--- src/rtl/pwm_output.sv ---
// PWM generator with an Avalon-MM duty register behind a fixed-latency waitrequest handshake.
// New duty values are staged in a shadow register and applied only at period boundaries.
//   state    | meaning
//   S_IDLE   | no write in progress, waitrequest high
//   S_WAIT   | write seen, counting WAIT_CYCLES stall cycles
//   S_ACCEPT | single cycle with waitrequest low, shadow load on address match
module pwm_output #(
  parameter logic [15:0] ADDR        = 16'hDEAD,
  parameter int unsigned WAIT_CYCLES = 2,
  parameter int unsigned MAX_DUTY    = 4095
) (
  input  logic        clk,
  input  logic        reset,
  input  logic [15:0] pwm_address,
  input  logic        pwm_write,
  input  logic [31:0] pwm_writedata,
  output logic        pwm_waitrequest,
  output logic        pwm_out,
  output logic        period_start,
  output logic [11:0] duty_active
);
  localparam logic [11:0] MAX_CNT   = 12'(MAX_DUTY);
  localparam logic [3:0]  WAIT_LOAD = 4'(WAIT_CYCLES - 1);

  typedef enum logic [1:0] {S_IDLE, S_WAIT, S_ACCEPT} state_t;

  state_t      state_q, state_d;
  logic [3:0]  wait_cnt_q, wait_cnt_d;
  logic [11:0] cnt_q, cnt_d;
  logic [11:0] shadow_q, shadow_d;
  logic [11:0] duty_q, duty_d;
  logic        pwm_q, pwm_d;
  logic        ps_q, ps_d;
  logic        load_shadow;
  logic        at_max;
  logic [11:0] sat_duty;
  logic        unused_wdata_hi;

  assign unused_wdata_hi = ^pwm_writedata[31:16];

  // Write data is a signed 16-bit value, clamped into 0..MAX_DUTY.
  always_comb begin
    sat_duty = pwm_writedata[11:0];
    if (pwm_writedata[15]) begin
      sat_duty = '0;
    end else if (pwm_writedata[14:0] > 15'(MAX_DUTY)) begin
      sat_duty = MAX_CNT;
    end
  end

  always_comb begin
    state_d         = state_q;
    wait_cnt_d      = wait_cnt_q;
    pwm_waitrequest = 1'b1;
    load_shadow     = 1'b0;
    case (state_q)
      S_IDLE: begin
        if (pwm_write) begin
          state_d    = S_WAIT;
          wait_cnt_d = WAIT_LOAD;
        end
      end
      S_WAIT: begin
        if (!pwm_write) begin
          state_d = S_IDLE;
        end else if (wait_cnt_q == 4'd0) begin
          state_d = S_ACCEPT;
        end else begin
          wait_cnt_d = wait_cnt_q - 4'd1;
        end
      end
      S_ACCEPT: begin
        pwm_waitrequest = 1'b0;
        load_shadow     = (pwm_address == ADDR);
        state_d         = S_IDLE;
      end
      default: state_d = S_IDLE;
    endcase
  end

  assign at_max = (cnt_q == MAX_CNT);

  // duty_q samples the pre-edge shadow, so a capture on the wrap cycle waits one more period.
  always_comb begin
    cnt_d    = at_max ? 12'd0 : cnt_q + 12'd1;
    shadow_d = load_shadow ? sat_duty : shadow_q;
    duty_d   = at_max ? shadow_q : duty_q;
    pwm_d    = (cnt_q < duty_q);
    ps_d     = at_max;
  end

  always_ff @(posedge clk or negedge reset) begin
    if (!reset) begin
      state_q    <= S_IDLE;
      wait_cnt_q <= '0;
      cnt_q      <= '0;
      shadow_q   <= '0;
      duty_q     <= '0;
      pwm_q      <= 1'b0;
      ps_q       <= 1'b0;
    end else begin
      state_q    <= state_d;
      wait_cnt_q <= wait_cnt_d;
      cnt_q      <= cnt_d;
      shadow_q   <= shadow_d;
      duty_q     <= duty_d;
      pwm_q      <= pwm_d;
      ps_q       <= ps_d;
    end
  end

  assign pwm_out      = pwm_q;
  assign period_start = ps_q;
  assign duty_active  = duty_q;

endmodule

--- config.mk ---
export PLATFORM = sky130hd
export DESIGN_NAME = pwm_output
export DESIGN_NICKNAME = d
export VERILOG_FILES = /design/src/rtl/pwm_output.sv
export SDC_FILE = /design/constraint.sdc
export NUM_CORES = 1
export LEC_CHECK = 0
export ABC_AREA = 1
export CORE_MARGIN = 2
export CORE_UTILIZATION = 40
export DETAILED_ROUTE_END_ITERATION = 16
export PLACE_DENSITY_LB_ADDON = 0.2
export SYNTH_ARGS = -nofsm -noshare
export SYNTH_HDL_FRONTEND = slang
export SYNTH_SLANG_ARGS = --single-unit
export TNS_END_PERCENT = 10
--- constraint.sdc ---
create_clock -name clk -period 1.4 [get_ports clk]
set_input_delay 0.28 -clock clk [delete_from_list [all_inputs] [get_ports clk]]
set_output_delay 0.28 -clock clk [all_outputs]
set_load 0.01 [all_outputs]
==> flow_metrics.tcl, run 1 <==
set metrics [dict create \
    synth_seq_cells 44 \
    cp-start-kind "register" \
    p_leak_nw 1.83 \
    yosysTopAreaCellShare_pct 43.7 \
    gp_congestion 0.820 \
    die_y_um 83.4 \
    syn_avg_cell_area_um2 7.33 \
    synth_fp_nets 409 \
    vias_per_cell 4.44 \
    max-slew-margin-rel_pct 79.9 \
    insertion_delay_ns 0.30 \
    endpoint_kind "register" \
    critPathKind "reg2reg" \
    core_um2 5990 \
    cp.required_ns 1.59 \
    fin_nets 471 \
    slew_viol_final 0 \
    holdWs_ns 0.472 \
    cts.sinks 44 \
    drt_first_pass_iters 4 \
    final_util_pct 55.0 \
    portBuffers 49 \
    dr.first_iter.drc_count 61 \
    setup_viol 0 \
    yosysWarnings 0 \
    dieArea_um2 6960 \
    antenna_found_initial 0 \
    hpwl_um 3730 \
    syn_area_um2 2520 \
    outcome "finished clean" \
    final_antenna_net_count 0 \
    grt_pass1_vias 2065 \
    place_area_um2 3160 \
    cp.arrival_ns 1.55 \
    layout_min_cycle_time_ns 1.35 \
    power_density_nw_per_um2 813 \
    syn_to_final_growth_pct 30.7 \
    cap_violations 0 \
    cts_root_buf "clkbuf_8" \
    finalHoldViolations 0 \
    grt_pass1_wl_um 8480 \
    synthCells 344 \
    grt_start_max_net_pins 45 \
    vias 2140 \
    fmax_mhz 738 \
    htreeDepth 2 \
    synth_area_leaders "dfrtp_1 (44%), nand2_1 (19%), inv_1 (8.8%), ha_1 (6.9%), nand3_1 (5.0%)" \
    grt_usage_pct 14.8 \
    finClkSkew_ns 0.00813 \
    numCtsBuffers 5 \
    path_max_fanout 5 \
    tightestPinTransition_ns 0.302 \
    r2r_cells 6 \
    ios 66 \
    diodes 0 \
    yosysSeqAreaShare_pct 43.7 \
    clockBufferDepth 2 \
    ir_drop_mv 0.373 \
    synth.distinct_cells 22 \
    rows 28 \
    fin_crit_sh_pct 96.8 \
    hold_class "in2async" \
    synth_top_cell_by_area "dfrtp_1" \
    cts_tree "built" \
    final_area_um2 3300 \
    start_util_pct 42.1 \
    drc 0 \
    grt.overflow.total 0 \
    die_w_um 83.4 \
    wire_per_inst_um 10.1 \
    wirelength_um 4850 \
    layout-drive-gt1-share_pct 8.35 \
    clk_pin_slew_ns 0.08 \
]
layout by cell type, fill, tap and decap left out, types with 2 or more instances in the layout:
cell	instances
buf_6	2
nand2_1	129
nor2_1	26
xor2_1	5
a21oi_1	3
xnor2_1	2
ha_1	12
buf_4	10
clkdlybuf4s50_1	33
dlygate4sd2_1	14
nand3_1	25
nand3b_1	13
o21ai_0	4
inv_1	59
nor2_2	2
clkinvlp_4	2
clkbuf_8	6
dfrtp_1	44
path summary, 6_finish.rpt:
path / from / end / slack, ns
worst max register to register: cnt_q[10] / pwm_out / 0.05
worst min register to register: shadow_q[7] / shadow_q[7] / 0.47
min in group clk: shadow_q[7] / shadow_q[7] / 0.47
max in group asynchronous: reset / shadow_q[2] / 0.71
worst max-delay path: cnt_q[10] / pwm_out / 0.05
worst min-delay path: reset / wait_cnt_q[3] / 0.47
worst max-delay path, stage by stage, from the launching register on:
cell and delay, ns:
dfrtp_1 0.45, ha_1 0.30, nand2_1 0.07, nor2_2 0.14, nand2_1 0.09, nor2_1 0.12, a21oi_2 0.08
cell usage after synthesis:
cell type	instances
dfrtp_1	44
nand4_1	1
nand2_1	130
clkbuf_1	5
a21oi_1	4
nor3_4	1
buf_6	1
clkinv_2	1
xnor2_1	2
nor2_1	28
nor2_2	1
o21ai_0	4
ha_1	14
nor3_1	1
nand3_4	1
inv_1	59
buf_2	2
nand3b_1	13
xor2_1	5
inv_2	1
a21o_1	1
nand3_1	25
cells by family (layout without fill, tap and decap cells):
group,count (synthesis),in the layout,synth area share (%)
flip-flops,44,44,43.7
buffers and inverters,69,132,10.7
AND/OR/NAND/NOR,201,201,34.4
AO/OA/AOI/OAI,9,9,1.89
adder cells (fa/ha/maj),14,14,6.94
XOR/XNOR,7,7,2.43
routing by layer:
layer / vias to the layer above / track usage [%] / part of all wire (%)
li1: 1159 / - / -
met1: 936 / 15.7 / 44
met2: 39 / 28.4 / 51
met3: 6 / 3.18 / 3.9
met4: 0 / 5.72 / 1.8
met5: - / 0 / 0
layout make-up:
| type | count | area [um^2] |
|---|---|---|
| clock buffers | 6 | 82.6 |
| clock inverters | 2 | 15.0 |
| fillers | 609 | 2690 |
| inverters | 61 | 231 |
| multi-input cells | 231 | 1180 |
| flip-flops and latches | 44 | 1100 |
| well taps | 75 | 93.8 |
| repair buffers | 63 | 591 |
flip-flops by register name (all words and copies together), names as in the netlist:
signal / count
cnt_q: 12
duty_active: 12
shadow_q: 12
wait_cnt_q: 4
state_q: 2
period_start: 1
pwm_out: 1
through the flow:
stage / worst slack, ns / TNS, ns / power (mW) / instances
after CTS: -0.0760 / -0.0760 / 2.72 / 480
after global routing: -0.0165 / -0.0301 / 2.84 / 482
after floorplan: 0.0464 / 0 / 1.67 / 344
after detailed placement: -0.142 / -1.57 / 1.87 / 471
final: 0.0454 / 0 / 2.68 / 482
after global placement: -0.109 / -1.28 / 1.85 / 471
report_power, final:
part | switching [mW] | internal [mW]
combinational | 0.228 | 0.225
clock | 0.437 | 0.399
sequential | 0.0571 | 1.34
total | 0.722 | 1.96
timing repair:
item                                    in CTS  in global routing
hold buffers                                 1                  0
pin swaps                                    0                  3
endpoints found under the setup margin      15                 25
endpoints found under the hold margin       44                  0
resized for setup                           16                 11
setup buffers                                0                  2
No activity file was read; power rests on OpenSTA's default activity.
==> run 2: changes to the inputs <==
--- a/config.mk
+++ b/config.mk
@@ -9,6 +9,7 @@
 export CORE_MARGIN = 2
 export CORE_UTILIZATION = 40
 export DETAILED_ROUTE_END_ITERATION = 16
+export HOLD_SLACK_MARGIN = 0.12
 export PLACE_DENSITY_LB_ADDON = 0.2
 export SYNTH_ARGS = -nofsm -noshare
 export SYNTH_HDL_FRONTEND = slang
==> results of run 2 <==
Same layout as run 1: the final DEF is identical, and so are final timing and power.
==> run 3: changes to the inputs <==
--- a/config.mk
+++ b/config.mk
@@ -9,6 +9,7 @@
 export CORE_MARGIN = 2
 export CORE_UTILIZATION = 40
 export DETAILED_ROUTE_END_ITERATION = 16
+export GPL_ROUTABILITY_DRIVEN = 0
 export HOLD_SLACK_MARGIN = 0.12
 export PLACE_DENSITY_LB_ADDON = 0.2
 export SYNTH_ARGS = -nofsm -noshare
==> results of run 3 <==
Same layout as run 1: the final DEF is identical, and so are final timing and power.
